`src/rtl/alu_req_arbiter_pkg.sv`:
```
// Shared types and widths for the tinyalu request arbiter.
// Op codes 5-7 have no enum member; they travel as raw OP_W-bit values.
package alu_arb_pkg;

    localparam int OP_W   = 3;
    localparam int DATA_W = 8;
    localparam int RES_W  = 16;

    typedef enum logic [OP_W-1:0] {
        NOP = 3'd0,
        ADD = 3'd1,
        AND = 3'd2,
        XOR = 3'd3,
        MUL = 3'd4
    } alu_op_e;

    typedef enum logic [1:0] {
        IDLE  = 2'd0,
        ISSUE = 2'd1,
        RESP  = 2'd2,
        GAP   = 2'd3
    } arb_state_e;

endpackage

```
`src/rtl/alu_req_arbiter_if.sv`:
```
// Requester, tinyalu and response signals of the arbiter in one bundle.
// Port suffixes are relative to the arbiter: slave = arbiter, master = environment.
interface alu_req_arbiter_if
    import alu_arb_pkg::*;
#(
    parameter int NUM_REQ = 4,
    parameter int ID_W    = 3
);
    logic [NUM_REQ-1:0]        req_valid_i;
    logic [NUM_REQ-1:0]        req_ready_o;
    logic [OP_W*NUM_REQ-1:0]   req_op_i;
    logic [DATA_W*NUM_REQ-1:0] req_a_i;
    logic [DATA_W*NUM_REQ-1:0] req_b_i;

    logic                      alu_start_o;
    logic [OP_W-1:0]           alu_op_o;
    logic [DATA_W-1:0]         alu_a_o;
    logic [DATA_W-1:0]         alu_b_o;
    logic                      alu_done_i;
    logic [RES_W-1:0]          alu_result_i;

    logic                      rsp_valid_o;
    logic                      rsp_ready_i;
    logic [ID_W-1:0]           rsp_id_o;
    logic [RES_W-1:0]          rsp_result_o;
    logic                      rsp_err_o;

    modport slave (
        input  req_valid_i, req_op_i, req_a_i, req_b_i,
        output req_ready_o,
        output alu_start_o, alu_op_o, alu_a_o, alu_b_o,
        input  alu_done_i, alu_result_i,
        output rsp_valid_o, rsp_id_o, rsp_result_o, rsp_err_o,
        input  rsp_ready_i
    );

    modport master (
        output req_valid_i, req_op_i, req_a_i, req_b_i,
        input  req_ready_o,
        input  alu_start_o, alu_op_o, alu_a_o, alu_b_o,
        output alu_done_i, alu_result_i,
        input  rsp_valid_o, rsp_id_o, rsp_result_o, rsp_err_o,
        output rsp_ready_i
    );
endinterface

```
`src/rtl/alu_req_arbiter_rr_arbiter.sv`:
```
// Round-robin picker: combinational winner searching from pointer+1, pointer
// moves to the winner when en_i is set. Pointer resets to N-1 so index 0 goes first.
module rr_arbiter #(
    parameter int N     = 4,
    parameter int PTR_W = (N > 1) ? $clog2(N) : 1
) (
    input  logic             clk_i,
    input  logic             rst_i,
    input  logic [N-1:0]     req_i,
    input  logic             en_i,
    output logic [N-1:0]     gnt_o,
    output logic [PTR_W-1:0] gnt_idx_o,
    output logic             any_o
);
    logic [PTR_W-1:0] ptr_q;

    always_comb begin
        int idx;
        gnt_o     = '0;
        gnt_idx_o = '0;
        any_o     = 1'b0;
        idx       = 0;
        for (int i = 1; i <= N; i++) begin
            idx = (int'(ptr_q) + i) % N;
            if (!any_o && req_i[PTR_W'(idx)]) begin
                any_o               = 1'b1;
                gnt_idx_o           = PTR_W'(idx);
                gnt_o[PTR_W'(idx)]  = 1'b1;
            end
        end
    end

    always_ff @(posedge clk_i or posedge rst_i) begin
        if (rst_i) begin
            ptr_q <= PTR_W'(N - 1);
        end else if (en_i) begin
            ptr_q <= gnt_idx_o;
        end
    end
endmodule

```
`src/rtl/alu_req_arbiter.sv`:
```
// Shares one tinyalu between NUM_REQ requesters: RR grant, hold start until done
// or timeout, return tagged result. Optional counters under ALU_ARB_STATS_EN.
module alu_req_arbiter
    import alu_arb_pkg::*;
#(
    parameter int NUM_REQ        = 4,
    parameter int TIMEOUT_CYCLES = 16,
    parameter int ID_W           = 3
) (
    input  logic              clk_i,
    input  logic              reset_i,
    alu_req_arbiter_if.slave  bus
`ifdef ALU_ARB_STATS_EN
    ,
    output logic [31:0]       stat_cmd_cnt_o,
    output logic [31:0]       stat_busy_cnt_o
`endif
);
    localparam int PTR_W = (NUM_REQ > 1) ? $clog2(NUM_REQ) : 1;
    localparam int CNT_W = $clog2(TIMEOUT_CYCLES + 1);

    arb_state_e        state_q, state_d;
    logic [OP_W-1:0]   op_q, op_d;
    logic [DATA_W-1:0] a_q, a_d, b_q, b_d;
    logic [ID_W-1:0]   id_q, id_d;
    logic [RES_W-1:0]  res_q, res_d;
    logic              err_q, err_d;
    logic [CNT_W-1:0]  tmo_q, tmo_d;

    logic [NUM_REQ-1:0] gnt;
    logic [PTR_W-1:0]   gnt_idx;
    logic               any_req;
    logic               grant_en;
    logic               tmo_hit;
    logic [OP_W-1:0]    win_op;
    logic [DATA_W-1:0]  win_a, win_b;

    assign grant_en = (state_q == IDLE) && any_req;
    assign tmo_hit  = (tmo_q == CNT_W'(TIMEOUT_CYCLES - 1));
    assign win_op   = bus.req_op_i[int'(gnt_idx)*OP_W +: OP_W];
    assign win_a    = bus.req_a_i[int'(gnt_idx)*DATA_W +: DATA_W];
    assign win_b    = bus.req_b_i[int'(gnt_idx)*DATA_W +: DATA_W];

    rr_arbiter #(
        .N     (NUM_REQ),
        .PTR_W (PTR_W)
    ) u_rr (
        .clk_i     (clk_i),
        .rst_i     (reset_i),
        .req_i     (bus.req_valid_i),
        .en_i      (grant_en),
        .gnt_o     (gnt),
        .gnt_idx_o (gnt_idx),
        .any_o     (any_req)
    );

    always_ff @(posedge clk_i or posedge reset_i) begin
        if (reset_i) begin
            state_q <= IDLE;
        end else begin
            state_q <= state_d;
        end
    end

    always_comb begin
        state_d = state_q;
        case (state_q)
            IDLE:    if (any_req) state_d = (win_op == NOP) ? RESP : ISSUE;
            ISSUE:   if (bus.alu_done_i || tmo_hit) state_d = RESP;
            RESP:    if (bus.rsp_ready_i) state_d = GAP;
            GAP:     state_d = IDLE;
            default: state_d = IDLE;
        endcase
    end

    // Command/response holding registers; done takes priority over a same-cycle timeout.
    always_comb begin
        op_d  = op_q;
        a_d   = a_q;
        b_d   = b_q;
        id_d  = id_q;
        res_d = res_q;
        err_d = err_q;
        tmo_d = tmo_q;
        case (state_q)
            IDLE: begin
                if (any_req) begin
                    op_d  = win_op;
                    a_d   = win_a;
                    b_d   = win_b;
                    id_d  = ID_W'(gnt_idx);
                    res_d = '0;
                    err_d = 1'b0;
                    tmo_d = '0;
                end
            end
            ISSUE: begin
                if (bus.alu_done_i) begin
                    res_d = bus.alu_result_i;
                    err_d = 1'b0;
                end else if (tmo_hit) begin
                    res_d = '0;
                    err_d = 1'b1;
                end else begin
                    tmo_d = tmo_q + CNT_W'(1);
                end
            end
            default: ;
        endcase
    end

    always_ff @(posedge clk_i or posedge reset_i) begin
        if (reset_i) begin
            op_q  <= '0;
            a_q   <= '0;
            b_q   <= '0;
            id_q  <= '0;
            res_q <= '0;
            err_q <= 1'b0;
            tmo_q <= '0;
        end else begin
            op_q  <= op_d;
            a_q   <= a_d;
            b_q   <= b_d;
            id_q  <= id_d;
            res_q <= res_d;
            err_q <= err_d;
            tmo_q <= tmo_d;
        end
    end

    // The ready pulse is combinational from valid, so it is masked while reset is held.
    always_comb begin
        bus.req_ready_o  = (state_q == IDLE && !reset_i) ? gnt : '0;
        bus.alu_start_o  = (state_q == ISSUE);
        bus.alu_op_o     = (state_q == ISSUE) ? op_q : '0;
        bus.alu_a_o      = (state_q == ISSUE) ? a_q  : '0;
        bus.alu_b_o      = (state_q == ISSUE) ? b_q  : '0;
        bus.rsp_valid_o  = (state_q == RESP);
        bus.rsp_id_o     = (state_q == RESP) ? id_q  : '0;
        bus.rsp_result_o = (state_q == RESP) ? res_q : '0;
        bus.rsp_err_o    = (state_q == RESP) ? err_q : 1'b0;
    end

`ifdef ALU_ARB_STATS_EN
    logic [31:0] cmd_cnt_q, busy_cnt_q;

    always_ff @(posedge clk_i or posedge reset_i) begin
        if (reset_i) begin
            cmd_cnt_q  <= '0;
            busy_cnt_q <= '0;
        end else begin
            if (state_q == RESP && bus.rsp_ready_i) cmd_cnt_q <= cmd_cnt_q + 32'd1;
            if (state_q != IDLE) busy_cnt_q <= busy_cnt_q + 32'd1;
        end
    end

    assign stat_cmd_cnt_o  = cmd_cnt_q;
    assign stat_busy_cnt_o = busy_cnt_q;
`endif
endmodule

```
`src/flat_wrapper.sv`:
```
// flat-port wrapper written by rule: the top's interface ports become plain ports
module alu_req_arbiter_flat import alu_arb_pkg::*;
#(
    parameter int NUM_REQ        = 4,
    parameter int TIMEOUT_CYCLES = 16,
    parameter int ID_W           = 3
)
  (clk_i, reset_i, bus_req_valid_i, bus_req_op_i, bus_req_a_i, bus_req_b_i, bus_req_ready_o, bus_alu_start_o, bus_alu_op_o, bus_alu_a_o, bus_alu_b_o, bus_alu_done_i, bus_alu_result_i, bus_rsp_valid_o, bus_rsp_id_o, bus_rsp_result_o, bus_rsp_err_o, bus_rsp_ready_i);
  alu_req_arbiter_if #(.NUM_REQ(NUM_REQ), .ID_W(ID_W)) bus_i ();
  input  logic clk_i;
  input  logic reset_i;
  input wire logic [$bits(bus_i.req_valid_i)-1:0] bus_req_valid_i;
  input wire logic [$bits(bus_i.req_op_i)-1:0] bus_req_op_i;
  input wire logic [$bits(bus_i.req_a_i)-1:0] bus_req_a_i;
  input wire logic [$bits(bus_i.req_b_i)-1:0] bus_req_b_i;
  output wire logic [$bits(bus_i.req_ready_o)-1:0] bus_req_ready_o;
  output wire logic [$bits(bus_i.alu_start_o)-1:0] bus_alu_start_o;
  output wire logic [$bits(bus_i.alu_op_o)-1:0] bus_alu_op_o;
  output wire logic [$bits(bus_i.alu_a_o)-1:0] bus_alu_a_o;
  output wire logic [$bits(bus_i.alu_b_o)-1:0] bus_alu_b_o;
  input wire logic [$bits(bus_i.alu_done_i)-1:0] bus_alu_done_i;
  input wire logic [$bits(bus_i.alu_result_i)-1:0] bus_alu_result_i;
  output wire logic [$bits(bus_i.rsp_valid_o)-1:0] bus_rsp_valid_o;
  output wire logic [$bits(bus_i.rsp_id_o)-1:0] bus_rsp_id_o;
  output wire logic [$bits(bus_i.rsp_result_o)-1:0] bus_rsp_result_o;
  output wire logic [$bits(bus_i.rsp_err_o)-1:0] bus_rsp_err_o;
  input wire logic [$bits(bus_i.rsp_ready_i)-1:0] bus_rsp_ready_i;
  assign bus_i.req_valid_i = bus_req_valid_i;
  assign bus_i.req_op_i = bus_req_op_i;
  assign bus_i.req_a_i = bus_req_a_i;
  assign bus_i.req_b_i = bus_req_b_i;
  assign bus_req_ready_o = bus_i.req_ready_o;
  assign bus_alu_start_o = bus_i.alu_start_o;
  assign bus_alu_op_o = bus_i.alu_op_o;
  assign bus_alu_a_o = bus_i.alu_a_o;
  assign bus_alu_b_o = bus_i.alu_b_o;
  assign bus_i.alu_done_i = bus_alu_done_i;
  assign bus_i.alu_result_i = bus_alu_result_i;
  assign bus_rsp_valid_o = bus_i.rsp_valid_o;
  assign bus_rsp_id_o = bus_i.rsp_id_o;
  assign bus_rsp_result_o = bus_i.rsp_result_o;
  assign bus_rsp_err_o = bus_i.rsp_err_o;
  assign bus_i.rsp_ready_i = bus_rsp_ready_i;
  alu_req_arbiter #(.NUM_REQ(NUM_REQ), .TIMEOUT_CYCLES(TIMEOUT_CYCLES), .ID_W(ID_W)) u_core (.clk_i(clk_i), .reset_i(reset_i), .bus(bus_i));
endmodule
```
`config.mk`:
```
export PLATFORM = sky130hd
export DESIGN_NAME = alu_req_arbiter_flat
export DESIGN_NICKNAME = d
export VERILOG_FILES = /design/src/rtl/alu_req_arbiter_pkg.sv /design/src/rtl/alu_req_arbiter_if.sv /design/src/rtl/alu_req_arbiter_rr_arbiter.sv /design/src/rtl/alu_req_arbiter.sv /design/src/flat_wrapper.sv
export SDC_FILE = /design/constraint.sdc
export NUM_CORES = 1
export LEC_CHECK = 0
export ABC_AREA = 0
export BUFFER_PORTS_ARGS = -buffer_cell sky130_fd_sc_hd__buf_2
export CORE_MARGIN = 3
export CORE_UTILIZATION = 44
export DETAILED_ROUTE_END_ITERATION = 10
export MAX_ROUTING_LAYER = met4
export PLACE_DENSITY_LB_ADDON = 0.3
export SLEW_MARGIN = 0
export SYNTH_ARGS = -nofsm -noshare
export SYNTH_HDL_FRONTEND = slang
export SYNTH_HIERARCHICAL = 1
export SYNTH_SLANG_ARGS = --single-unit
```
`constraint.sdc`:
```
create_clock -name clk_i -period 3.79 [get_ports clk_i]
set_input_delay 0.758 -clock clk_i [delete_from_list [all_inputs] [get_ports clk_i]]
set_output_delay 0.758 -clock clk_i [all_outputs]
set_load 0.02 [all_outputs]
```
### Word-level counts from Yosys, hierarchy flattened

Cells that the tools add are included.

| storage, ports and cells | value |
|---|---|
| bits in registers | 47 |
| bits of input ports | 100 |
| output and inout port bits | 45 |
| word-level logic and storage cells | 116 |

| cells by class | value |
|---|---|
| add/sub/neg operators | 5 |
| multipliers | 1 |
| order comparisons | 8 |
| eq/ne operators | 10 |
| shift-type cells | 3 |
| mux-type cells | 56 |
| bitwise operators | 3 |
| reductions and logical operators | 21 |

Operators by type and width:

| operator | count |
|---|---|
| $mux 16 | 4 |
| $shiftx 32x6->8 | 2 |
| $pmux 16 s2 | 1 |
| $shiftx 12x32->3 | 1 |
| $mux 1 | 20 |
| $mux 4 | 5 |
| $mux 2 | 9 |
| $lt 2x4->1 const B | 4 |
| $mux 8 | 2 |
| $mux 5 | 3 |
| $or 4x4->4 | 3 |
| $pmux 5 s2 | 1 |
| $logic_and 1x1->1 | 9 |
| $bmux 1 s2 | 4 |
| $demux 1 s2 | 4 |
| $ge 2x1->1 const B | 4 |
| $pmux 2 s4 | 1 |
| $ne 2x1->1 const B | 3 |
| $reduce_and 3->1 | 2 |
| $add 5x1->5 const B | 1 |
| $eq 5x4->1 const B | 1 |
| $add 2x1->2 const B | 2 |
| $add 2x2->2 const B | 2 |
| $eq 2x2->1 const B | 2 |
| 13 further kinds | 17 |

### Longest topological paths before layout

Gate-level depths: netlist of the first run.

| logic depth | value |
|---|---|
| depth in word-level cells | 20 |
| mapped depth | 14 |
| depth with buffers taken out | 10 |

### Hierarchy

The synthesis of the first run kept the hierarchy.

Modules (own cells, without submodules):

| module | instances | cells each | area each (µm²) | sequential area each (µm²) |
|---|---|---|---|---|
| alu_req_arbiter | 1 | 241 | 2705.1 | 1126.1 |
| rr_arbiter | 1 | 72 | 616.8 | 52.6 |

### Least setup slack after synthesis of the first run

Ideal clock, no wire load.

| timing path | value |
|---|---|
| kind | register to register |
| start | register u_core.u_rr.ptr_q[0] |
| end | register u_core.b_q[4] |
| setup time | 125 ps |
| arrival | 3550 ps |
| data required time | 3665 ps |
| slack | 115 ps |
| cell stages (with the launch flop) | 14 |
| buffers on the path | 6 |
| period minus slack after synthesis | 3675 ps |
| cells stage by stage | dfstp_2 -> buf_6 -> buf_2 -> inv_1 -> ha_1 -> clkbuf_1 -> mux4_2 -> buf_2 -> o21ai_0 -> o31a_1 -> buf_6 -> buf_6 -> mux4_1 -> mux2_2 |

| between the ends | value |
|---|---|
| word-level cells in the longest chain between the ends | 15 |
| elaborated cells between the ends (all ways) | 32 |
| those cells by class | 4 x add/sub; 1 x shift; 20 x mux; 7 x reduce/logical |

RTL lines:

| item | RTL line | text |
|---|---|---|
| start: declaration | alu_req_arbiter_rr_arbiter.sv:15 | `logic [PTR_W-1:0] ptr_q;` |
| start signal: assignment | alu_req_arbiter_rr_arbiter.sv:35 | `ptr_q <= PTR_W'(N - 1);` |
| start signal: assignment | alu_req_arbiter_rr_arbiter.sv:37 | `ptr_q <= gnt_idx_o;` |
| $add 2x1->2 | alu_req_arbiter_rr_arbiter.sv:24 | `idx = (int'(ptr_q) + i) % N;` |
| $bmux 1 s2 | alu_req_arbiter_rr_arbiter.sv:25 | `if (!any_o && req_i[PTR_W'(idx)]) begin` |
| $mux 1 (implied by the code) (2 in a row) | alu_req_arbiter_rr_arbiter.sv:25 |  |
| $mux 1 | alu_req_arbiter_rr_arbiter.sv:25 |  |
| $logic_not 1->1 | alu_req_arbiter_rr_arbiter.sv:25 |  |
| $logic_and 1x1->1 | alu_req_arbiter_rr_arbiter.sv:25 |  |
| $mux 1 | alu_req_arbiter_rr_arbiter.sv:25 |  |
| $logic_not 1->1 | alu_req_arbiter_rr_arbiter.sv:25 |  |
| $logic_and 1x1->1 | alu_req_arbiter_rr_arbiter.sv:25 |  |
| $mux 1 | alu_req_arbiter_rr_arbiter.sv:25 |  |
| $logic_not 1->1 | alu_req_arbiter_rr_arbiter.sv:25 |  |
| $logic_and 1x1->1 | alu_req_arbiter_rr_arbiter.sv:25 |  |
| $mux 2 (*) | alu_req_arbiter_rr_arbiter.sv:25 |  |
| net u_core.gnt_idx[0] | alu_req_arbiter.sv:31 | `logic [PTR_W-1:0] gnt_idx;` |
| $shiftx 32x6->8 (*) | alu_req_arbiter.sv:42 | `assign win_b = bus.req_b_i[int'(gnt_idx)*DATA_W +: DATA_W];` |
| end signal: assignment | alu_req_arbiter.sv:116 | `b_q <= '0;` |
| end signal: assignment | alu_req_arbiter.sv:124 | `b_q <= b_d;` |
| end: declaration | alu_req_arbiter.sv:24 | `logic [DATA_W-1:0] a_q, a_d, b_q, b_d;` |

Mark *: on every way through the listed nets, which the timed path passes. The rest lies on a longest branch. The select of a mux whose other input is x is not followed.
A chain may end at the register's enable or synchronous reset.

### Worst setup path after layout of the first run

| timing path | value |
|---|---|
| start | register u_core.u_rr.ptr_q[0] |
| end | output bus_req_ready_o[3] |

| between the ends | value |
|---|---|
| word-level cells in the longest chain between the ends | 15 |
| elaborated cells between the ends (all ways) | 53 |
| those cells by class | 4 x add/sub; 8 x order compare; 28 x mux; 3 x bitwise; 10 x reduce/logical |

RTL lines:

| item | RTL line | text |
|---|---|---|
| parallel branches: the longest is 13 deep, another holds $lt 2x4->1 | -- |  |
| $mux 4 (*) | alu_req_arbiter_rr_arbiter.sv:25 |  |
| net u_core.gnt[3] | alu_req_arbiter.sv:30 | `logic [NUM_REQ-1:0] gnt;` |
| $mux 4 (*) | alu_req_arbiter.sv:134 | `bus.req_ready_o = (state_q == IDLE && !reset_i) ? gnt : '0;` |
| end: declaration | flat_wrapper.sv:16 | `output wire logic [$bits(bus_i.req_ready_o)-1:0] bus_req_ready_o;` |

Mark *: on every way through the listed nets, which the timed path passes. The select of a mux whose other input is x is not followed.

==> metrics.txt, run 1 <==
RSZ-0062 raised after global routing=false; Worst Path Arrival=2.85 ns; vias=2,832; mean routed wirelength per cell=14.4 um; first-pass GRT wire length=13.0 mm; # fillers=679; setup bufs post-CTS=0; switching power=0.00155 W; clk_lat worst skew=0.30 ns; Syn Area/Cell=10.6 sq um; gpl congestion=0.812; Detailed Place HPWL=6.19 mm; final setup margin=0.178 ns; total track usage=19.1%; cell taking the most area after synthesis=dfrtp_1; mapped cell area=0.00332 sq mm; Area growth syn-to-layout=26.6%; Remaining DRCs=0; TritonCTS Buffers=5; Yosys reg bits=47; Die Wd=92.9 um; max-slew violations=0; Tcrit/Tclk final=95.3%; design area=0.00421 sq mm; most common flop cell mapped by yosys=dfrtp_1; CTS tree=done; H-tree Lvls=2; post-DR vias/cell=5.18; Ports=145; post-CTS sizing=0; switching share of total power=42.7%; CP max FO=12; Critical R2R Launch=u_core/u_rr/ptr_q[0]; Placed Area=0.00412 sq mm; Hold-fix buffers, CTS=0; sequential power share=23.2%; reg2reg setup slack=0.26 ns; internal power=0.00208 W; core footprint=0.00729 sq mm; min cycle time layout=3.61 ns; yosys warns=6; fmax=277 MHz; MaxCap Viol Count=0; Post-Place Cells=540; clock share of power=8.4%; Max Root-Sink Buffers=2; worst clock skew=0.00508 ns; Final nets=562; Initial Util=45.6%; vias in the first global route=2,850; pre-CTS setup slack=0.277 ns; layout cells sized above 1=44.6%; FF-to-FF End=u_core/state_q[1]; input/output buffers=143; dominant cells by area after synthesis=dfrtp_1, mux4_2, and2_1; Worst-path clk slew=0.08 ns; syn nets=427; Worst R2R Path Depth=11; CTS root buffer=clkbuf_8; Worst setup SP type=flop; final hold vios=0; DR pass1 iterations=4; # diodes=0; peak supply drop=550 uV; post-synth top area share=33.9%; ys async rst share=100%; final setup TNS=0 ns; Die H=92.9 um; relative slew slack=37.0%; Worst Setup SP=u_core/u_rr/ptr_q[0]; cells after synthesis=313; final setup violation count=0; outcome=complete, no violations; P_leak=2.09 nW; Num Clock Sinks=47; Cell variety after synth=45; Seq/Total Area, Yosys=35.5%; initial antenna violation count=0; antenna-violating nets left=0; CP Class=flop to output port; crit end category=output port; DR iter-0 viols=110; worst-margin pin slew=0.944 ns; worst min path class=flop to flop; full die area=0.00863 sq mm; Placement Rows=31; Layout Cells excl Fill=547; pwr/cell area=864 mW/mm^2; combinational share of power=68.4%; worst path required time=3.03 ns; Post-synth EDFFs=0; GRT Residual Overflow=0; CP endpoint=bus_req_ready_o[3]; Post-Route WL=7.87 mm; largest net degree at the start of global routing=46
## critical path: stages, from the launching register on
cell     delay, ns
dfstp_2       0.54
inv_1         0.11
ha_1          0.50
mux4_2        0.48
or2_1         0.32
nor2_4        0.13
a32oi_1       0.11
o21ai_0       0.07
and2_1        0.13
buf_2         0.15
## layout by cell type, fill, tap and decap left out, drive strengths merged, types with 3 or more instances in the layout
cell type	n
a21oi	3
a22oi	4
a31oi	3
and2	43
and3	4
buf	149
clkbuf	6
dfrtp	45
ha	14
inv	12
mux2	23
mux2i	4
mux4	23
nand2	40
nand2b	5
nand3	3
nor2	10
nor2b	5
o21ai	27
## sequential cells by signal, indices dropped and copies added (netlist names)
signal and flops:
u_core/id_q 2, u_core/a_q 8, u_core/tmo_q 5, u_core/state_q 2
u_core/u_rr/ptr_q 2, u_core/err_q 1, u_core/op_q 3, u_core/res_q 16
u_core/b_q 8
## cells in the mapped netlist, types with 2 or more instances
| library cell | count |
|---|---|
| buf_2 | 7 |
| dfstp_2 | 2 |
| o21ai_0 | 26 |
| nand2b_1 | 4 |
| buf_6 | 3 |
| a211oi_1 | 2 |
| nand2_1 | 40 |
| a32o_1 | 2 |
| nor3_1 | 2 |
| ha_1 | 14 |
| mux2_2 | 23 |
| clkbuf_1 | 8 |
| nand4_1 | 2 |
| buf_1 | 2 |
| dfrtp_1 | 45 |
| a22oi_1 | 4 |
| a31oi_1 | 3 |
| inv_1 | 12 |
| and2_1 | 43 |
| mux2i_1 | 4 |
| nand3_1 | 3 |
| nor2b_1 | 5 |
| nor2_1 | 9 |
| mux4_2 | 13 |
| mux4_1 | 10 |
| a21oi_1 | 2 |
| a32oi_1 | 2 |
| and3_1 | 4 |
## routing by layer
metal	track usage, %	vias to the layer above	routed length, um	part of all wire, %
met4	5.62	0	143	1.8
met5	-	-	0	0
met3	3.01	12	519	6.6
met1	23.0	1322	3310	42
met2	33.2	108	3900	50
li1	-	1390	-	-
## final cells by class
class	count	area, sq um	share of cell area, %
multi-input cells	233	1980	47.2
repair buffers	149	786	18.7
well taps	99	124	2.95
flip-flops and latches	47	1180	28.0
clock inverters	1	5.00	0.119
inverters	12	45.0	1.07
clock buffers	6	82.6	1.96
## per-stage QoR
step                hold slack [ns]  util [%]  power [W]
floorplan                     0.442         -    0.00281
global placement              0.455      56.5    0.00330
detailed placement            0.463      56.5    0.00338
CTS                           0.483      57.7    0.00370
global route                  0.503      57.7    0.00395
finish                        0.476      57.7    0.00363
## power by group through the flow
stage / Clock (W) / Combinational, W / Sequential, W
after detailed placement: 0 / 0.00253 / 0.000854
after global routing: 0.000342 / 0.00274 / 0.000870
after CTS: 0.000321 / 0.00254 / 0.000843
after global placement: 0 / 0.00246 / 0.000839
final: 0.000307 / 0.00249 / 0.000842
after floorplan: 0 / 0.00198 / 0.000827
## how the worst min path moves through the flow
stage	from	end	slack, ns	cells after the start
finish	u_core/res_q[5]	u_core/res_q[5]	0.48	2
global placement	u_core/res_q[6]	u_core/res_q[6]	0.46	2
detailed placement	u_core/res_q[5]	u_core/res_q[5]	0.46	2
global route	reset_i	u_core/u_rr/ptr_q[1]	0.50	2
floorplan	u_core/res_q[10]	u_core/res_q[10]	0.44	2
CTS	u_core/res_q[5]	u_core/res_q[5]	0.48	2
## cells by family after synthesis
logic type               synth area share, %
AND/OR/NAND/NOR                         19.0
multiplexers                            25.7
AO/OA/AOI/OAI                           9.38
flip-flops                              35.5
buffers and inverters                   4.78
adder cells (fa/ha/maj)                 5.27
other                                  0.113
XOR/XNOR                               0.264
No activity file was read; power rests on OpenSTA's default activity.
==> inputs of run 2 (changes only) <==
--- a/config.mk
+++ b/config.mk
@@ -11,7 +11,7 @@
 export CORE_UTILIZATION = 44
 export DETAILED_ROUTE_END_ITERATION = 10
 export MAX_ROUTING_LAYER = met4
-export PLACE_DENSITY_LB_ADDON = 0.3
+export PLACE_DENSITY = 0.84
 export SLEW_MARGIN = 0
 export SYNTH_ARGS = -nofsm -noshare
 export SYNTH_HDL_FRONTEND = slang
==> metrics.txt, run 2 (synthesis results as in run 1) <==
DR iter-0 viols=107 (was 110); slowest cell delay on critical path=0.64 ns (was 0.54 ns); Worst Path Arrival=2.84 ns (was 2.85 ns); Tcrit/Tclk final=94.9% (was 95.3%); layout cells sized above 1=45.7% (was 44.6%); # diodes=0 (unchanged); worst path required time=3.03 ns (about the same); first-pass GRT wire length=13.5 mm (was 13.0 mm); FF+latch area=0.00118 sq mm (unchanged); RSZ-0062 raised after global routing=false (unchanged); pwr/cell area=888 mW/mm^2 (was 864 mW/mm^2); Hold-fix buffers, CTS=0 (unchanged); full die area=0.00863 sq mm (unchanged); input/output buffers=143 (unchanged); min cycle time layout=3.60 ns (was 3.61 ns); final setup violation count=0 (unchanged); core footprint=0.00729 sq mm (unchanged); Initial Util=45.6% (unchanged); CP cell instances=inv_1 > ha_2 > mux4_2 > or2_1 > nor2_4 > a32oi_1 > o21ai_0 > and2_1 > buf_2 (was inv_1 > ha_1 > mux4_2 > or2_1 > nor2_4 > a32oi_1 > o21ai_0 > and2_1 > buf_2); CTS root buffer=clkbuf_8 (unchanged); CP max FO=8 (was 12); Core Util, Final=58.4% (was 57.7%); initial antenna violation count=0 (unchanged); relative slew slack=35.0% (was 37.0%); Die Wd=92.9 um (unchanged); vias in the first global route=2,917 (was 2,850); final setup TNS=0 ns (unchanged); most common cell after layout, fill and taps aside=buf_2 (unchanged); fmax=278 MHz (was 277 MHz); Top Registers=u_core/res_q (16), u_core/a_q (8), u_core/b_q (8) (unchanged); area of the multi-input gates=0.00200 sq mm (was 0.00198 sq mm); antenna-violating nets left=0 (unchanged); P_leak=2.12 nW (was 2.09 nW); mean routed wirelength per cell=14.9 um (was 14.4 um); DR pass1 iterations=4 (unchanged); crit end category=output port (unchanged); Die H=92.9 um (unchanged); Max Root-Sink Buffers=2 (unchanged); final hold vios=0 (unchanged); Ports=145 (unchanged); TritonCTS Buffers=5 (unchanged); CP max stage cell=dfstp_2 (unchanged); Worst-path clk slew=0.10 ns (was 0.08 ns); # fillers=637 (was 679); max-slew violations=0 (unchanged); Placement Rows=31 (unchanged); GRT Residual Overflow=0 (unchanged); clk_lat worst skew=0.31 ns (was 0.30 ns); most frequent cells in the layout=buf_2, dfrtp_1, and2_1 (unchanged); Remaining DRCs=0 (unchanged); post-DR vias/cell=5.24 (was 5.18); Post-Route WL=8.23 mm (was 7.87 mm); H-tree Lvls=2 (unchanged); Num Clock Sinks=47 (unchanged); Detailed Place HPWL=6.37 mm (was 6.19 mm); total track usage=19.8% (was 19.1%); outcome=complete, no violations (unchanged); Worst setup SP type=flop (unchanged); largest net degree at the start of global routing=46 (unchanged); gpl congestion=0.828 (was 0.812); MaxCap Viol Count=0 (unchanged); CP Class=flop to output port (unchanged); Area growth syn-to-layout=28.1% (was 26.6%); Largest Register=u_core/res_q (unchanged); peak supply drop=533 uV (was 550 uV); worst min path class=flop to flop (unchanged); worst-margin pin slew=0.974 ns (was 0.944 ns); worst clock skew=0.00701 ns (was 0.00508 ns); max reg flops=16 (unchanged); CTS tree=done (unchanged); Final nets=566 (was 562); vias=2,894 (was 2,832)
## run 2: critical path: cells and delay by family (launching register included)
| family | cells | cell delay [ns] |
|---|---|---|
| buffers and inverters | 2 | 0.30 |
| multiplexers | 1 | 0.38 |
| AND/OR/NAND/NOR | 3 | 0.58 |
| adder cells (fa/ha/maj) | 1 | 0.41 |
| AO/OA/AOI/OAI | 2 | 0.21 |
| flip-flops | 1 | 0.64 |
## run 2: final timing paths
| path | start | end | slack (ns) | depth (start not counted) |
|---|---|---|---|---|
| worst min-delay path | u_core/res_q[1] | u_core/res_q[1] | 0.49 | 2 |
| worst max-delay path | u_core/u_rr/ptr_q[0] | bus_req_ready_o[2] | 0.19 | 9 |
| worst max register to register | u_core/u_rr/ptr_q[0] | u_core/a_q[3] | 0.22 | 11 |
| max in group asynchronous | reset_i | u_core/res_q[13] | 2.49 | 2 |
| worst min register to register | u_core/res_q[1] | u_core/res_q[1] | 0.49 | 2 |
| min in group asynchronous | reset_i | u_core/u_rr/ptr_q[1] | 0.52 | 2 |
## run 2: per-stage QoR
stage | cells | cell area, sq um | hold WS (ns) | worst slack [ns] | power (W)
after floorplan | 313 | 3320 | 0.442 | 0.115 | 0.00281
after global placement | 542 | 4110 | 0.455 | 0.297 | 0.00323
after detailed placement | 542 | 4110 | 0.463 | 0.146 | 0.00335
after CTS | 550 | 4220 | 0.487 | 0.100 | 0.00375
after global routing | 552 | 4260 | 0.514 | 0.00930 | 0.00408
final | 552 | 4260 | 0.485 | 0.192 | 0.00378
## run 2: area by class of cell
cell class	instances	area share (%)
repair buffers	153	18.7
multi-input cells	233	46.9
well taps	99	2.91
inverters	12	1.06
flip-flops and latches	47	27.7
clock inverters	3	1.12
clock buffers	5	1.62
## run 2: routing by layer
layer	GRT usage (%)	vias up	share of wire [%]
met5	-	-	0
met4	4.88	0	1.7
met3	3.57	12	7.3
met2	35.0	124	51
met1	23.5	1361	41
li1	-	1397	-
## run 2: what timing repair did
item	4_1_cts	5_1_grt
setup buffers	0	2
endpoints found under the setup margin	0	10
gates resized for setup	0	4
## run 2: power by group
part | switching [W] | total [W] | internal [W]
registers | 0.000117 | 0.000859 | 0.000742
logic | 0.00132 | 0.00253 | 0.00122
clock network | 0.000187 | 0.000387 | 0.000200
==> inputs of run 3 (changes only) <==
--- a/config.mk
+++ b/config.mk
@@ -15,5 +15,4 @@
 export SLEW_MARGIN = 0
 export SYNTH_ARGS = -nofsm -noshare
 export SYNTH_HDL_FRONTEND = slang
-export SYNTH_HIERARCHICAL = 1
 export SYNTH_SLANG_ARGS = --single-unit
==> metrics.txt, run 3 <==
Tcrit/Tclk final=94.4% (was 94.9%); FF-to-FF End=u_core.res_q[12] (was u_core/a_q[3]); Ports=145 (unchanged); mean routed wirelength per cell=13.4 um (was 14.9 um); most frequent cells after synthesis=nand2_1, dfrtp_1, and2_1, mux2i_1, o21ai_0 (was dfrtp_1, and2_1, nand2_1, o21ai_0, mux2_2); Placement Rows=31 (unchanged); Adder-Cell Fraction of Synth Area=4.78% (was 5.27%); RSZ-0062 raised after global routing=false (unchanged); Critical R2R Launch=u_core.u_rr.ptr_q[1] (was u_core/u_rr/ptr_q[0]); WP depth=9 (unchanged); worst clock skew=0.00876 ns (was 0.00701 ns); max reg flops=16 (unchanged); Post-Route WL=8.10 mm (was 8.23 mm); MaxCap Viol Count=0 (unchanged); internal power=0.00213 W (was 0.00216 W); CP Class=flop to output port (unchanged); Total Power=0.00394 W (was 0.00378 W); Area growth syn-to-layout=26.2% (was 28.1%); worst hold path depth=2 (unchanged); slowest cell delay on critical path=0.65 ns (was 0.64 ns); crit end category=output port (unchanged); CTS root buffer=clkbuf_8 (unchanged); Crit path buffers/inverters=2 (unchanged); Largest Register=u_core.res_q (was u_core/res_q); max-slew violations=0 (unchanged); cell taking the most area after synthesis=dfrtp_1 (unchanged); CP max FO=11 (was 8); worst-margin pin slew=1.01 ns (was 0.974 ns); Worst Hold End=u_core.b_q[7] (was u_core/res_q[1]); mapped cell area=0.00340 sq mm (was 0.00332 sq mm); largest net degree at the start of global routing=48 (was 46); # diodes=0 (unchanged); antenna-violating nets left=0 (unchanged); Max Root-Sink Buffers=2 (unchanged); switching share of total power=45.9% (was 42.9%); Seq/Total Area, Yosys=34.7% (was 35.5%); DR pass1 iterations=4 (unchanged); gpl congestion=0.816 (was 0.828); mux cell area share after synthesis=21.0% (was 25.7%); Worst setup SP type=flop (unchanged); final hold vios=0 (unchanged); post-synth top area share=33.1% (was 33.9%); Top Registers=u_core.res_q (16), u_core.a_q (8), u_core.b_q (8) (was u_core/res_q (16), u_core/a_q (8), u_core/b_q (8)); Syn Area/Cell=9.04 sq um (was 10.6 sq um); Hold-fix buffers, CTS=0 (unchanged); vias in the first global route=2,942 (was 2,917); pre-CTS setup slack=0.178 ns (was 0.146 ns); Initial Util=46.1% (was 45.6%); outcome=complete, no violations (unchanged); Synth Area in Simple Gates=20.8% (was 19.0%); post-CTS sizing=0 (unchanged); core footprint=0.00737 sq mm (was 0.00729 sq mm); most common flop cell mapped by yosys=dfrtp_1 (unchanged); vias=3,066 (was 2,894); Num Clock Sinks=47 (unchanged); Remaining DRCs=0 (unchanged); relative slew slack=32.9% (was 35.0%); switching power=0.00181 W (was 0.00162 W); fmax=280 MHz (was 278 MHz); reg2reg setup slack=0.33 ns (was 0.22 ns); full die area=0.00882 sq mm (was 0.00863 sq mm); largest family of logic cells by synthesized area=multiplexers (unchanged); final setup violation count=0 (unchanged); Yosys reg bits=47 (unchanged); input/output buffers=143 (unchanged); H-tree Lvls=2 (unchanged); Worst Min Path Start=u_core.b_q[7] (was u_core/res_q[1]); Post-Synth XOR/XNOR Area=0.515% (was 0.264%); sequential power share=21.7% (was 22.7%); TritonCTS Buffers=5 (unchanged); Die Wd=93.9 um (was 92.9 um); # fillers=670 (was 637); post-synthesis compound-gate area fraction=13.2% (was 9.38%); critical path's most frequent cell=nor2_1; most frequent cells in the layout=buf_2, nand2_1, dfrtp_1 (was buf_2, dfrtp_1, and2_1); CP cell instances=inv_1 > ha_4 > mux4_2 > nor2b_1 > a22oi_1 > nor2_1 > a221oi_1 > nor2_1 > buf_2 (was inv_1 > ha_2 > mux4_2 > or2_1 > nor2_4 > a32oi_1 > o21ai_0 > and2_1 > buf_2); CP max stage cell=dfstp_2 (unchanged); dominant cells by area after synthesis=dfrtp_1, mux2i_1, and2_1 (was dfrtp_1, mux4_2, and2_1); final setup TNS=0 ns (unchanged); combinational share of power=70.1% (was 67.0%); pwr/cell area=917 mW/mm^2 (was 888 mW/mm^2); clk_lat worst skew=0.30 ns (was 0.31 ns); DR iter-0 viols=109 (was 107); Final nets=619 (was 566); most frequent cell after synthesis=nand2_1 (was dfrtp_1); clock share of power=8.2% (was 10.2%); first-pass GRT wire length=12.8 mm (was 13.5 mm); yosys warns=0 (was 6); Worst Path Arrival=2.82 ns (was 2.84 ns); setup bufs post-CTS=0 (unchanged); CP delay by family, top=flip-flops (unchanged); peak supply drop=589 uV (was 533 uV); Die H=93.9 um (was 92.9 um); worst path required time=3.03 ns (about the same); Worst-path clk slew=0.09 ns (was 0.10 ns); most common cell after layout, fill and taps aside=buf_2 (unchanged); post-DR vias/cell=5.06 (was 5.24); layout cells sized above 1=39.1% (was 45.7%); final setup margin=0.214 ns (was 0.192 ns); syn nets=489 (was 427); total track usage=18.5% (was 19.8%); Cell variety after synth=42 (was 45); Detailed Place HPWL=6.20 mm (was 6.37 mm); GRT Residual Overflow=0 (unchanged); P_leak=2.23 nW (was 2.12 nW); Worst R2R Path Depth=8 (was 11); cells after synthesis=376 (was 313); ys async rst share=100% (unchanged); initial antenna violation count=0 (unchanged); min cycle time layout=3.58 ns (was 3.60 ns); CTS tree=done (unchanged); worst min path class=flop to flop (unchanged); Post-synth EDFFs=0 (unchanged)
[run 3: worst max-delay path by stage]
stage                              start                  to
detailed placement  u_core.u_rr.ptr_q[1]    u_core.res_q[12]
global route        u_core.u_rr.ptr_q[1]  bus_req_ready_o[1]
CTS                 u_core.u_rr.ptr_q[1]  bus_req_ready_o[3]
floorplan           u_core.u_rr.ptr_q[0]  bus_req_ready_o[3]
global placement    u_core.u_rr.ptr_q[1]   u_core.state_q[0]
finish              u_core.u_rr.ptr_q[1]  bus_req_ready_o[1]
[run 3: layout make-up]
class | count | area (sq um) | share of cell area (%)
repair buffers | 147 | 771 | 18.0
flip-flops and latches | 47 | 1180 | 27.5
well taps | 99 | 124 | 2.89
clock inverters | 2 | 13.8 | 0.321
clock buffers | 6 | 82.6 | 1.92
inverters | 12 | 45.0 | 1.05
multi-input cells | 293 | 2080 | 48.4
[run 3: power groups by stage]
stage          Sequential, W  Clock (W)  Combinational (W)
6_report            0.000853   0.000324            0.00276
5_1_grt             0.000882   0.000357            0.00303
4_1_cts             0.000853   0.000335            0.00277
3_5_place_dp        0.000862          0            0.00276
3_3_place_gp        0.000847          0            0.00266
2_1_floorplan       0.000833          0            0.00225
[run 3: logic make-up (layout without fill, tap and decap cells)]
group	count (synthesis)	count (layout)
compound gates	72	72
xor+xnor	2	2
fa+ha+maj	13	13
buf+inv	36	167
flops	47	47
mux	60	60
other cells	1	1
simple gates	145	145
[run 3: metal layers]
layer / track usage [%] / routed length [um] / vias up
li1: - / - / 1549
met1: 20.9 / 3240 / 1381
met2: 33.8 / 4200 / 131
met3: 3.69 / 609 / 5
met4: 3.97 / 57 / 0
met5: - / 0 / -
[run 3: per-stage QoR]
stage / cell area [sq um] / instances / hold WS [ns] / util [%]
detailed placement: 4180 / 598 / 0.459 / 56.7
CTS: 4270 / 606 / 0.481 / 58.0
global route: 4290 / 606 / 0.502 / 58.2
finish: 4290 / 606 / 0.479 / 58.2
global placement: 4180 / 598 / 0.454 / 56.7
floorplan: 3400 / 376 / 0.439 / -
[run 3: tightest hold or removal path, delay by kind of cell, from the launching register on]
| kind | cells | cell delay (ns) |
|---|---|---|
| and+or+nand+nor | 1 | 0.06 |
| DFF | 1 | 0.35 |
| AOI/OAI and AO/OA | 1 | 0.05 |
